File: src/rtl/fb_port_arbiter_if.sv
// Frame-buffer port bundle: video fetch, host access and the shared BRAM port.
// master = requesters plus BRAM, slave = the arbiter.
interface fb_port_arbiter_if #(
    parameter int AW = 19,
    parameter int DW = 16
);
    logic          vid_req;
    logic [AW-1:0] vid_addr;
    logic          vid_rvalid;
    logic [DW-1:0] vid_rdata;

    logic          host_req;
    logic          host_we;
    logic [AW-1:0] host_addr;
    logic [DW-1:0] host_wdata;
    logic          host_ack;
    logic          host_rvalid;
    logic [DW-1:0] host_rdata;

    logic          bram_en;
    logic          bram_we;
    logic [AW-1:0] bram_addr;
    logic [DW-1:0] bram_wdata;
    logic [DW-1:0] bram_rdata;

    modport master (
        output vid_req, vid_addr,
        output host_req, host_we, host_addr, host_wdata,
        output bram_rdata,
        input  vid_rvalid, vid_rdata,
        input  host_ack, host_rvalid, host_rdata,
        input  bram_en, bram_we, bram_addr, bram_wdata
    );

    modport slave (
        input  vid_req, vid_addr,
        input  host_req, host_we, host_addr, host_wdata,
        input  bram_rdata,
        output vid_rvalid, vid_rdata,
        output host_ack, host_rvalid, host_rdata,
        output bram_en, bram_we, bram_addr, bram_wdata
    );
endinterface

File: src/rtl/fb_port_arbiter.sv
// Single-port frame-buffer arbiter: video has fixed priority, the host gets a
// forced slot after MAX_WAIT denied cycles, read data is steered by a tag.
module fb_port_arbiter #(
    parameter int AW       = 19,
    parameter int DW       = 16,
    parameter int MAX_WAIT = 8
) (
    input  logic              CLK,
    input  logic              RESET,
    fb_port_arbiter_if.slave  bus,
    output logic [7:0]        vid_miss_cnt
);
    typedef enum logic [1:0] {
        TAG_NONE,
        TAG_VID,
        TAG_HOST
    } rd_tag_t;

    localparam logic [7:0] WAIT_LIM = 8'(MAX_WAIT);

    rd_tag_t       rd_tag;
    logic [7:0]    wait_cnt;
    logic          force_host;
    logic          grant_vid;
    logic          grant_host;
    logic [AW-1:0] grant_addr;
    logic [DW-1:0] grant_wdata;

    always_comb begin
        force_host  = bus.host_req && (wait_cnt == WAIT_LIM);
        grant_vid   = !RESET && bus.vid_req && !force_host;
        grant_host  = !RESET && bus.host_req && (!bus.vid_req || force_host);
        grant_addr  = '0;
        grant_wdata = '0;
        // Unused address/data lines are parked at zero when the port is idle.
        if (grant_host) begin
            grant_addr  = bus.host_addr;
            grant_wdata = bus.host_wdata;
        end else if (grant_vid) begin
            grant_addr  = bus.vid_addr;
        end
    end

    assign bus.bram_en     = grant_vid || grant_host;
    assign bus.bram_we     = grant_host && bus.host_we;
    assign bus.bram_addr   = grant_addr;
    assign bus.bram_wdata  = grant_wdata;
    assign bus.host_ack    = grant_host;

    assign bus.vid_rvalid  = (rd_tag == TAG_VID);
    assign bus.host_rvalid = (rd_tag == TAG_HOST);
    assign bus.vid_rdata   = bus.bram_rdata;
    assign bus.host_rdata  = bus.bram_rdata;

    always_ff @(posedge CLK) begin
        if (RESET) begin
            wait_cnt     <= '0;
            rd_tag       <= TAG_NONE;
            vid_miss_cnt <= '0;
        end else begin
            if (!bus.host_req || grant_host)
                wait_cnt <= '0;
            else if (wait_cnt != WAIT_LIM)
                wait_cnt <= wait_cnt + 8'd1;

            if (grant_vid)
                rd_tag <= TAG_VID;
            else if (grant_host && !bus.host_we)
                rd_tag <= TAG_HOST;
            else
                rd_tag <= TAG_NONE;

            // A host grant while video is requesting can only be a forced one.
            if (grant_host && bus.vid_req && (vid_miss_cnt != 8'hFF))
                vid_miss_cnt <= vid_miss_cnt + 8'd1;
        end
    end
endmodule

File: src/flat_wrapper.sv
// flat-port wrapper written by rule: the top's interface ports become plain ports
module fb_port_arbiter_flat 
#(
    parameter int AW       = 19,
    parameter int DW       = 16,
    parameter int MAX_WAIT = 8
)
  (CLK, RESET, vid_miss_cnt, bus_vid_req, bus_vid_addr, bus_host_req, bus_host_we, bus_host_addr, bus_host_wdata, bus_bram_rdata, bus_vid_rvalid, bus_vid_rdata, bus_host_ack, bus_host_rvalid, bus_host_rdata, bus_bram_en, bus_bram_we, bus_bram_addr, bus_bram_wdata);
  fb_port_arbiter_if #(.AW(AW), .DW(DW)) bus_i ();
  input  logic CLK;
  input  logic RESET;
  output logic [7:0] vid_miss_cnt;
  input wire logic [$bits(bus_i.vid_req)-1:0] bus_vid_req;
  input wire logic [$bits(bus_i.vid_addr)-1:0] bus_vid_addr;
  input wire logic [$bits(bus_i.host_req)-1:0] bus_host_req;
  input wire logic [$bits(bus_i.host_we)-1:0] bus_host_we;
  input wire logic [$bits(bus_i.host_addr)-1:0] bus_host_addr;
  input wire logic [$bits(bus_i.host_wdata)-1:0] bus_host_wdata;
  input wire logic [$bits(bus_i.bram_rdata)-1:0] bus_bram_rdata;
  output wire logic [$bits(bus_i.vid_rvalid)-1:0] bus_vid_rvalid;
  output wire logic [$bits(bus_i.vid_rdata)-1:0] bus_vid_rdata;
  output wire logic [$bits(bus_i.host_ack)-1:0] bus_host_ack;
  output wire logic [$bits(bus_i.host_rvalid)-1:0] bus_host_rvalid;
  output wire logic [$bits(bus_i.host_rdata)-1:0] bus_host_rdata;
  output wire logic [$bits(bus_i.bram_en)-1:0] bus_bram_en;
  output wire logic [$bits(bus_i.bram_we)-1:0] bus_bram_we;
  output wire logic [$bits(bus_i.bram_addr)-1:0] bus_bram_addr;
  output wire logic [$bits(bus_i.bram_wdata)-1:0] bus_bram_wdata;
  assign bus_i.vid_req = bus_vid_req;
  assign bus_i.vid_addr = bus_vid_addr;
  assign bus_i.host_req = bus_host_req;
  assign bus_i.host_we = bus_host_we;
  assign bus_i.host_addr = bus_host_addr;
  assign bus_i.host_wdata = bus_host_wdata;
  assign bus_i.bram_rdata = bus_bram_rdata;
  assign bus_vid_rvalid = bus_i.vid_rvalid;
  assign bus_vid_rdata = bus_i.vid_rdata;
  assign bus_host_ack = bus_i.host_ack;
  assign bus_host_rvalid = bus_i.host_rvalid;
  assign bus_host_rdata = bus_i.host_rdata;
  assign bus_bram_en = bus_i.bram_en;
  assign bus_bram_we = bus_i.bram_we;
  assign bus_bram_addr = bus_i.bram_addr;
  assign bus_bram_wdata = bus_i.bram_wdata;
  fb_port_arbiter #(.AW(AW), .DW(DW), .MAX_WAIT(MAX_WAIT)) u_core (.CLK(CLK), .RESET(RESET), .bus(bus_i), .vid_miss_cnt(vid_miss_cnt));
endmodule
File: config.mk
export PLATFORM = sky130hd
export DESIGN_NAME = fb_port_arbiter_flat
export DESIGN_NICKNAME = d
export VERILOG_FILES = /design/src/rtl/fb_port_arbiter_if.sv /design/src/rtl/fb_port_arbiter.sv /design/src/flat_wrapper.sv
export SDC_FILE = /design/constraint.sdc
export NUM_CORES = 1
export LEC_CHECK = 0
export CAP_MARGIN = 10
export CORE_ASPECT_RATIO = 1.75
export CORE_MARGIN = 3
export CORE_UTILIZATION = 30
export DETAILED_ROUTE_END_ITERATION = 7
export PLACE_DENSITY = 0.84
export SLEW_MARGIN = 20
export SYNTH_ARGS = -nofsm -noshare
export SYNTH_HDL_FRONTEND = slang
export SYNTH_SLANG_ARGS = --single-unit
File: constraint.sdc
create_clock -name CLK -period 7.1 [get_ports CLK]
set_input_delay 2.13 -clock CLK [delete_from_list [all_inputs] [get_ports CLK]]
set_output_delay 2.13 -clock CLK [all_outputs]
set_load 0.03 [all_outputs]
After elaboration in Yosys (flattened, before gate mapping):

Cells that the tools add are included.

* add/sub/neg operators: 2
* multipliers: 0
* div/mod/pow operators: 0
* order comparisons: 0
* equality and inequality tests: 5
* shift operators: 0
* multiplexer cells: 5
* bitwise gates (word level): 0
* reduce and logical (&&, ||, !) cells: 19

Operator list (number)
* 2-to-1 mux 19 bit: 2
* adder 8 x 1 -> 8 bit (second input constant): 2
* 2-to-1 mux 16 bit: 1
* logical AND 1 bit: 9
* equality test 8 x 4 -> 1 bit (second input constant): 1
* != test 8 x 4 -> 1 bit (second input constant): 1
* != test 8 bit (second input constant): 1
* logical NOT 1 bit: 5
* OR reduction 2 bit: 2
* logical OR 1 bit: 3
* equality test 2 x 1 -> 1 bit (second input constant): 1
* equality test 2 bit (second input constant): 1
* 2-to-1 mux 2 bit: 1
* 2-to-1 mux 1 bit: 1

* flip-flop bits (word level): 18
* bits in latches: 0
* bits in writable memories: 0
* bits in read-only memories: 0
* bits of input ports: 75
* output and inout port bits: 80
* logic and storage cells: 35
* memories: 0

Longest topological paths before layout:

Gate-level depths: netlist of run 1.

* word-level depth: 7
* depth in mapped cells: 8
* mapped depth without buffers: 6

Worst setup path before layout of run 1:

OpenSTA, ideal clock, no wires.

* path type: input-to-output
* from: input port bus_host_req
* to: output port bus_bram_addr[0]
* arrival: 3.347 ns
* data required time: 4.970 ns
* slack: 1.623 ns
* stages on the path: 4
* path through: or4bb_1 -> o21ba_2 -> clkbuf_1 -> a22o_1

* word-level cells in the longest chain between the ends: 5
* elaborated cells on any way between the ends: 8

Ends and longest elaborated chain
* start, declared: RTL line flat_wrapper.sv:15 `input wire logic [$bits(bus_i.host_req)-1:0] bus_host_req;`
* logical AND 1 bit: RTL line fb_port_arbiter.sv:30 `force_host = bus.host_req && (wait_cnt == WAIT_LIM);`
* logical NOT 1 bit: RTL line fb_port_arbiter.sv:31 `grant_vid = !RESET && bus.vid_req && !force_host;`
* logical AND 1 bit: RTL line fb_port_arbiter.sv:31
* 2-to-1 mux 19 bit: RTL line fb_port_arbiter.sv:39 `end else if (grant_vid) begin`
* 2-to-1 mux 19 bit *: RTL line fb_port_arbiter.sv:36 `if (grant_host) begin`
* end, declared: RTL line flat_wrapper.sv:27 `output wire logic [$bits(bus_i.bram_addr)-1:0] bus_bram_addr;`

Mark *: on every way between the ends. The rest lies on a longest branch, timed or not.

Final worst setup path of run 1:

* from: input port bus_host_req
* to: output port bus_bram_addr[14]

The elaborated chain is that of the path after synthesis.

==> results of run 1 <==
-- cell type report --
type                    count  share of cell area [%]
flip-flops and latches     18                    15.9
clock buffers               3                    1.82
well taps                  51                    2.81
inverters                   3                   0.496
multi-input cells         105                    32.0
repair buffers            107                    47.1
-- synthesized netlist by cell type (all sizes together) --
cell | n | area share, %
ha | 3 | 2.7
nor2 | 12 | 3.2
or4bb | 1 | 0.81
inv | 3 | 0.81
xnor2 | 1 | 0.63
or4b | 2 | 1.7
a21oi | 6 | 2.4
and2b | 1 | 0.54
dfxtp | 18 | 26
o21ba | 1 | 0.72
nor2b | 3 | 1.3
nand2 | 2 | 0.54
or3 | 3 | 1.3
nand4 | 1 | 0.45
a211oi | 1 | 0.54
and3 | 4 | 1.8
and4 | 1 | 0.63
nor4 | 1 | 0.45
a2111o | 1 | 0.81
clkbuf | 3 | 0.81
or4 | 2 | 1.1
nand2b | 2 | 0.90
buf | 37 | 21
and2 | 17 | 7.6
o21ai | 3 | 1.1
mux2i | 1 | 0.72
nand3 | 9 | 3.2
xor2 | 6 | 3.8
o31ai | 2 | 1.1
a22o | 19 | 12
-- layer usage --
| layer | up-vias | part of all wire (%) | routed length [um] | track usage (%) |
|---|---|---|---|---|
| li1 | 690 | - | - | - |
| met5 | - | 0 | 0 | 0 |
| met1 | 628 | 37 | 1590 | 17.3 |
| met4 | 0 | 4.3 | 183 | 10.1 |
| met2 | 55 | 52 | 2220 | 24.6 |
| met3 | 29 | 6.5 | 279 | 2.28 |
-- cell usage in the layout, fill, tap and decap left out, types with 4 or more instances in the layout --
master / count
dfxtp_1: 18
nor2_1: 12
a21oi_1: 5
clkdlybuf4s50_1: 106
and2_1: 17
nand3_1: 9
xor2_1: 6
a22o_1: 19
and3_1: 4
-- final timing paths --
| check | from | endpoint | slack, ns |
|---|---|---|---|
| worst min register to register | u_core.wait_cnt[0]$_SDFFE_PP0P_ | u_core.wait_cnt[0]$_SDFFE_PP0P_ | 0.49 |
| worst max-delay path | bus_host_req | bus_bram_addr[14] | 0.55 |
| worst min-delay path | u_core.wait_cnt[0]$_SDFFE_PP0P_ | u_core.wait_cnt[0]$_SDFFE_PP0P_ | 0.49 |
| worst max register to register | u_core.wait_cnt[0]$_SDFFE_PP0P_ | u_core.vid_miss_cnt[7]$_SDFFE_PP0P_ | 4.78 |
-- sequential cells by signal (all words and copies together) (netlist names) --
signal	cells
u_core.vid_miss_cnt	8
u_core.wait_cnt	8
u_core.rd_tag	2
-- power by group through the flow --
| stage | Combinational, mW | Clock (mW) | Sequential (mW) |
|---|---|---|---|
| floorplan | 0.0713 | 0 | 0.104 |
| finish | 0.0903 | 0.0707 | 0.102 |
| detailed placement | 0.0906 | 0 | 0.105 |
| CTS | 0.0910 | 0.0724 | 0.102 |
| global route | 0.0957 | 0.0772 | 0.102 |
| global placement | 0.0901 | 0 | 0.105 |
-- metrics by stage --
step | std cells | setup slack (ns) | total power [mW]
2_1_floorplan | 166 | 1.62 | 0.176
3_3_place_gp | 284 | 0.554 | 0.195
3_5_place_dp | 284 | 0.536 | 0.195
4_1_cts | 287 | 0.527 | 0.266
5_1_grt | 287 | 0.379 | 0.275
6_report | 287 | 0.545 | 0.263
-- worst max-delay path, cell delays in order --
cell	delay (ns)
clkdlybuf4s50_1	0.53
or4bb_1	0.54
o21ba_2	0.37
a22o_1	0.25
clkdlybuf4s50_1	0.60
-- cell families (layout without fill, tap and decap cells) --
logic type,after synthesis,after routing
and+or+nand+nor,61,61
buffers and inverters,43,113
AOI/OAI and AO/OA,33,33
DFF,18,18
xor gates and xnor gates,7,7
adders and majority gates,3,3
muxes,1,1
==> impl_metrics.csv, run 1 <==
group,metric,value,unit
synth,synth_nets,244,
clocking,postCtsSetupBuffers,0,
critical_path,critPathRequiredTime,4.97,ns
clocking,clockBufferDepth,2,
detailed_routing,dr.first_iter.drc_count,32,
power_and_ir_drop,seqPwrFrac,38.9,%
detailed_routing,ant_nets,0,
die,rows,32,
cells_and_area,utilization,51.1,%
sta,layout_min_cycle_time,6.55,ns
clocking,root_buffer,"clkbuf_8",
synth,synth_xor_xnor_area_share,4.39,%
clocking,cts_resized,0,
critical_path,critPathMaxFanout,22,
power_and_ir_drop,internal_power,0.191,mW
synth,synth.distinct_cells,34,
synth,synth_seq_cells,18,
sta,maxSlewHeadroom,69.1,%
die,core,4440,um2
detailed_routing,wire_per_inst,14.9,um
detailed_routing,via_per_inst,4.89,
cells_and_area,final_area,2270,um2
min_path,hold_class,"reg -> reg",
die,pin_count,155,
clocking,cts_tree,"yes",
sta,holdWs,0.494,ns
sta,hold_viol,0,
placement,io_buffers,106,
synth,muxShareOfSynthArea,0.717,%
synth,seq_area_frac_synth,25.8,%
cells_and_area,register_area,360,um2
power_and_ir_drop,powerDensity,116,nW/um2
cells_and_area,multi_input_area,726,um2
synth,synth_compound_area_share,18.6,%
critical_path,reg2reg_depth,6,
cells_and_area,area_growth,62.8,%
critical_path,start_kind,"input pin",
synth,ys_warn_count,0,
die,fp.dieW,57.6,um
grt,grt_pass1_vias,1412,
clocking,cts.sinks,18,
synth,synth-simple-area-share,25.7,%
critical_path,endpoint_kind,"primary output",
sta,setup_tns,0,ns
placement,place_congestion,0.774,
synth,synth_area,1400,um2
sta,post-route-period-util,92.3,%
detailed_routing,first_pass_iters,4,
run,cap_violations,0,
cells_and_area,drive_above_1_share,2.97,%
sta,rsz0062_at_grt,"no",
die,fp.dieH,96.2,um
synth,synthAdderAreaFrac,2.69,%
critical_path,crit_arrival,4.42,ns
cells_and_area,fin_nets,316,
sta,worst_clock_skew,0.00198,ns
grt,grt_first_pass_wirelength,6600,um
critical_path,worstSetupPathType,"in -> out",
placement,place_area,2230,um2
clocking,ctsHoldBuffers,0,
power_and_ir_drop,pwr-share-clk,26.8,%
synth,synth_top_family_by_area,"simple AND/OR/NAND/NOR gates",
die,start_util,31.4,%
power_and_ir_drop,combPwrFrac,34.3,%
grt,gr-usage-all-layers,14.9,%
clocking,numCtsBuffers,3,
clocking,clkTransAtPathRegs,0.06,ns
sta,worst_pin_slew,0.463,ns
sta,finalSetupViolCount,0,
clocking,htree_levels,1,
placement,dp_hpwl,3510,um
power_and_ir_drop,switching_power,0.0719,mW
detailed_routing,vias,1402,
clocking,clock_latency,0.25,ns
min_path,whs_path_depth,1,
power_and_ir_drop,p_sw_share,27.3,%
die,dieArea,5540,um2
cells_and_area,antennaDiodeCount,0,
grt,grt_max_degree,39,
cells_and_area,n_fill_cell,404,
sta,max_freq,0.153,GHz
power_and_ir_drop,vdd_drop_max,0.0708,mV
sta,slew_viol_final,0,
detailed_routing,drc,0,
power_and_ir_drop,leakage,0.847,nW
detailed_routing,wl,4280,um
grt,antenna_found_initial,0,
synth,syn_area_per_cell,8.40,um2
run_status,status,"complete, no violations",
synth,syn_inst,166,
grt,grt_overflow,0,
No activity file was read; power rests on OpenSTA's default activity.
==> run 2, diff against run 1 <==
Settings changed: CORE_UTILIZATION 30 to 31, CTS_BUF_LIST set to sky130_fd_sc_hd__clkbuf_2 sky130_fd_sc_hd__clkbuf_4 sky130_fd_sc_hd__clkbuf_8, PLACE_DENSITY 0.84 to 0.87.
==> impl_metrics.csv, run 2 (synthesis results as in run 1) <==
group,metric,value,unit
critical_path,critPathMaxFanout,22,
die,rows,31,
placement,dp_hpwl,3600,um
clocking,cts_resized,0,
die,core,4230,um2
cells_and_area,fin_cells,286,
sta,holdWs,0.493,ns
clocking,root_buffer,"clkbuf_8",
power_and_ir_drop,leakage,0.851,nW
critical_path,crit_arrival,4.45,ns
sta,finalSetupViolCount,0,
clocking,htree_levels,1,
grt,grt_first_pass_wirelength,6860,um
power_and_ir_drop,combPwrFrac,34.6,%
sta,slew_viol_final,0,
critical_path,crit_path_top_delay_cell,"clkdlybuf4s50_1",
cells_and_area,final_common_cell,"clkdlybuf4s50_1",
sta,worst_clock_skew,0.00111,ns
clocking,clock_latency,0.25,ns
die,fp.dieH,94.7,um
critical_path,rrSetupSlack,4.79,ns
grt,gr-usage-all-layers,16.0,%
power_and_ir_drop,powerDensity,116,nW/um2
placement,placed_cells,283,
critical_path,worstSetupPathType,"in -> out",
sta,max_freq,0.152,GHz
detailed_routing,wire_per_inst,15.2,um
sta,rsz0062_at_grt,"no",
placement,io_buffers,106,
cells_and_area,n_fill_cell,409,
grt,grt_pass1_vias,1415,
power_and_ir_drop,internal_power,0.192,mW
critical_path,r2r_start,"u_core.wait_cnt[0]$_SDFFE_PP0P_",
min_path,hp-start,"u_core.wait_cnt[0]$_SDFFE_PP0P_",
clocking,numCtsBuffers,3,
sta,worst_pin_slew,0.482,ns
critical_path,max_stage_delay,0.61,ns
detailed_routing,drc,0,
die,start_util,33.0,%
min_path,hold_class,"reg -> reg",
placement,place_area,2230,um2
detailed_routing,via_per_inst,4.95,
placement,place_congestion,0.796,
power_and_ir_drop,p_sw_share,27.1,%
detailed_routing,vias,1415,
sta,setup_tns,0,ns
grt,grt_overflow,0,
detailed_routing,first_pass_iters,4,
cells_and_area,utilization,53.8,%
critical_path,critPathRequiredTime,4.97,ns
grt,grt_max_degree,39,
clocking,cts.sinks,18,
run,cap_violations,0,
grt,antenna_found_initial,0,
cells_and_area,area_growth,63.1,%
critical_path,start_kind,"input pin",
power_and_ir_drop,pwr-share-clk,26.5,%
cells_and_area,largestRegisters,"u_core.vid_miss_cnt (8), u_core.wait_cnt (8), u_core.rd_tag (2)",
critical_path,endpoint_kind,"primary output",
min_path,whs_path_depth,1,
cells_and_area,final_area,2280,um2
critical_path,crit_path_cell_trace,"clkdlybuf4s50_1 -> or4bb_1 -> o21ba_2 -> a22o_1 -> clkdlybuf4s50_1",
run_status,status,"complete, no violations",
detailed_routing,ant_nets,0,
die,fp.dieW,56.7,um
clocking,cts_tree,"yes",
sta,layout_min_cycle_time,6.58,ns
critical_path,cpMostUsedCell,"clkdlybuf4s50_1",
clocking,ctsHoldBuffers,0,
critical_path,critPathLaunch,"bus_host_req",
cells_and_area,antennaDiodeCount,0,
clocking,clockBufferDepth,2,
sta,post-route-period-util,92.7,%
cells_and_area,layout_common_cells,"clkdlybuf4s50_1, a22o_1, dfxtp_1",
cells_and_area,drive_above_1_share,3.38,%
sta,maxSlewHeadroom,67.9,%
detailed_routing,wl,4360,um
cells_and_area,fin_nets,317,
critical_path,reg2reg_depth,6,
critical_path,r2r_end,"u_core.vid_miss_cnt[7]$_SDFFE_PP0P_",
min_path,min_to,"u_core.wait_cnt[0]$_SDFFE_PP0P_",
die,dieArea,5370,um2
power_and_ir_drop,seqPwrFrac,38.9,%
power_and_ir_drop,switching_power,0.0714,mW
die,pin_count,155,
clocking,clkTransAtPathRegs,0.06,ns
clocking,postCtsSetupBuffers,0,
sta,hold_viol,0,
power_and_ir_drop,vdd_drop_max,0.0754,mV
detailed_routing,dr.first_iter.drc_count,15,
[run 2: cell count changes in the layout (fill, tap and decap cells not counted)]
cell / before / now
buf_4: 1 / 2
[run 2: area by class of cell]
| cell class | instances | area [um2] | share of cell area (%) |
|---|---|---|---|
| Clock buffer | 3 | 41.3 | 1.81 |
| Inverter | 3 | 11.3 | 0.495 |
| Multi-Input combinational cell | 105 | 726 | 31.9 |
| Sequential cell | 18 | 360 | 15.8 |
| Tap cell | 49 | 61.3 | 2.69 |
| Timing Repair Buffer | 108 | 1080 | 47.3 |
[run 2: worst max-delay path: cells and delay by family]
kind	cells	cell delay [ns]
buffers and inverters	2	1.15
AOI/OAI and AO/OA	2	0.62
and+or+nand+nor	1	0.54
[run 2: worst max path at each step]
stage / slack, ns / to
floorplan: 1.62 / bus_bram_addr[0]
global placement: 0.53 / bus_bram_addr[13]
detailed placement: 0.50 / bus_bram_addr[13]
CTS: 0.51 / bus_bram_addr[13]
global route: 0.41 / bus_bram_addr[13]
finish: 0.52 / bus_bram_addr[13]
[run 2: per-layer routing]
| layer | GRT usage [%] | vias to the layer above | wire, um |
|---|---|---|---|
| li1 | - | 694 | - |
| met1 | 15.9 | 635 | 1450 |
| met2 | 28.9 | 66 | 2340 |
| met3 | 5.88 | 20 | 463 |
| met4 | 7.33 | 0 | 107 |
| met5 | 0 | - | 0 |
[run 2: power by group through the flow]
stage / registers [mW] / logic, mW / clock network [mW]
floorplan: 0.104 / 0.0713 / 0
global route: 0.102 / 0.0963 / 0.0775
detailed placement: 0.105 / 0.0914 / 0
CTS: 0.102 / 0.0918 / 0.0744
global placement: 0.105 / 0.0905 / 0
finish: 0.102 / 0.0910 / 0.0698
[run 2: metrics by stage]
| step | total power, mW | setup slack, ns |
|---|---|---|
| floorplan | 0.176 | 1.62 |
| global placement | 0.195 | 0.525 |
| global route | 0.276 | 0.414 |
| finish | 0.263 | 0.515 |
| detailed placement | 0.196 | 0.498 |
| CTS | 0.269 | 0.506 |
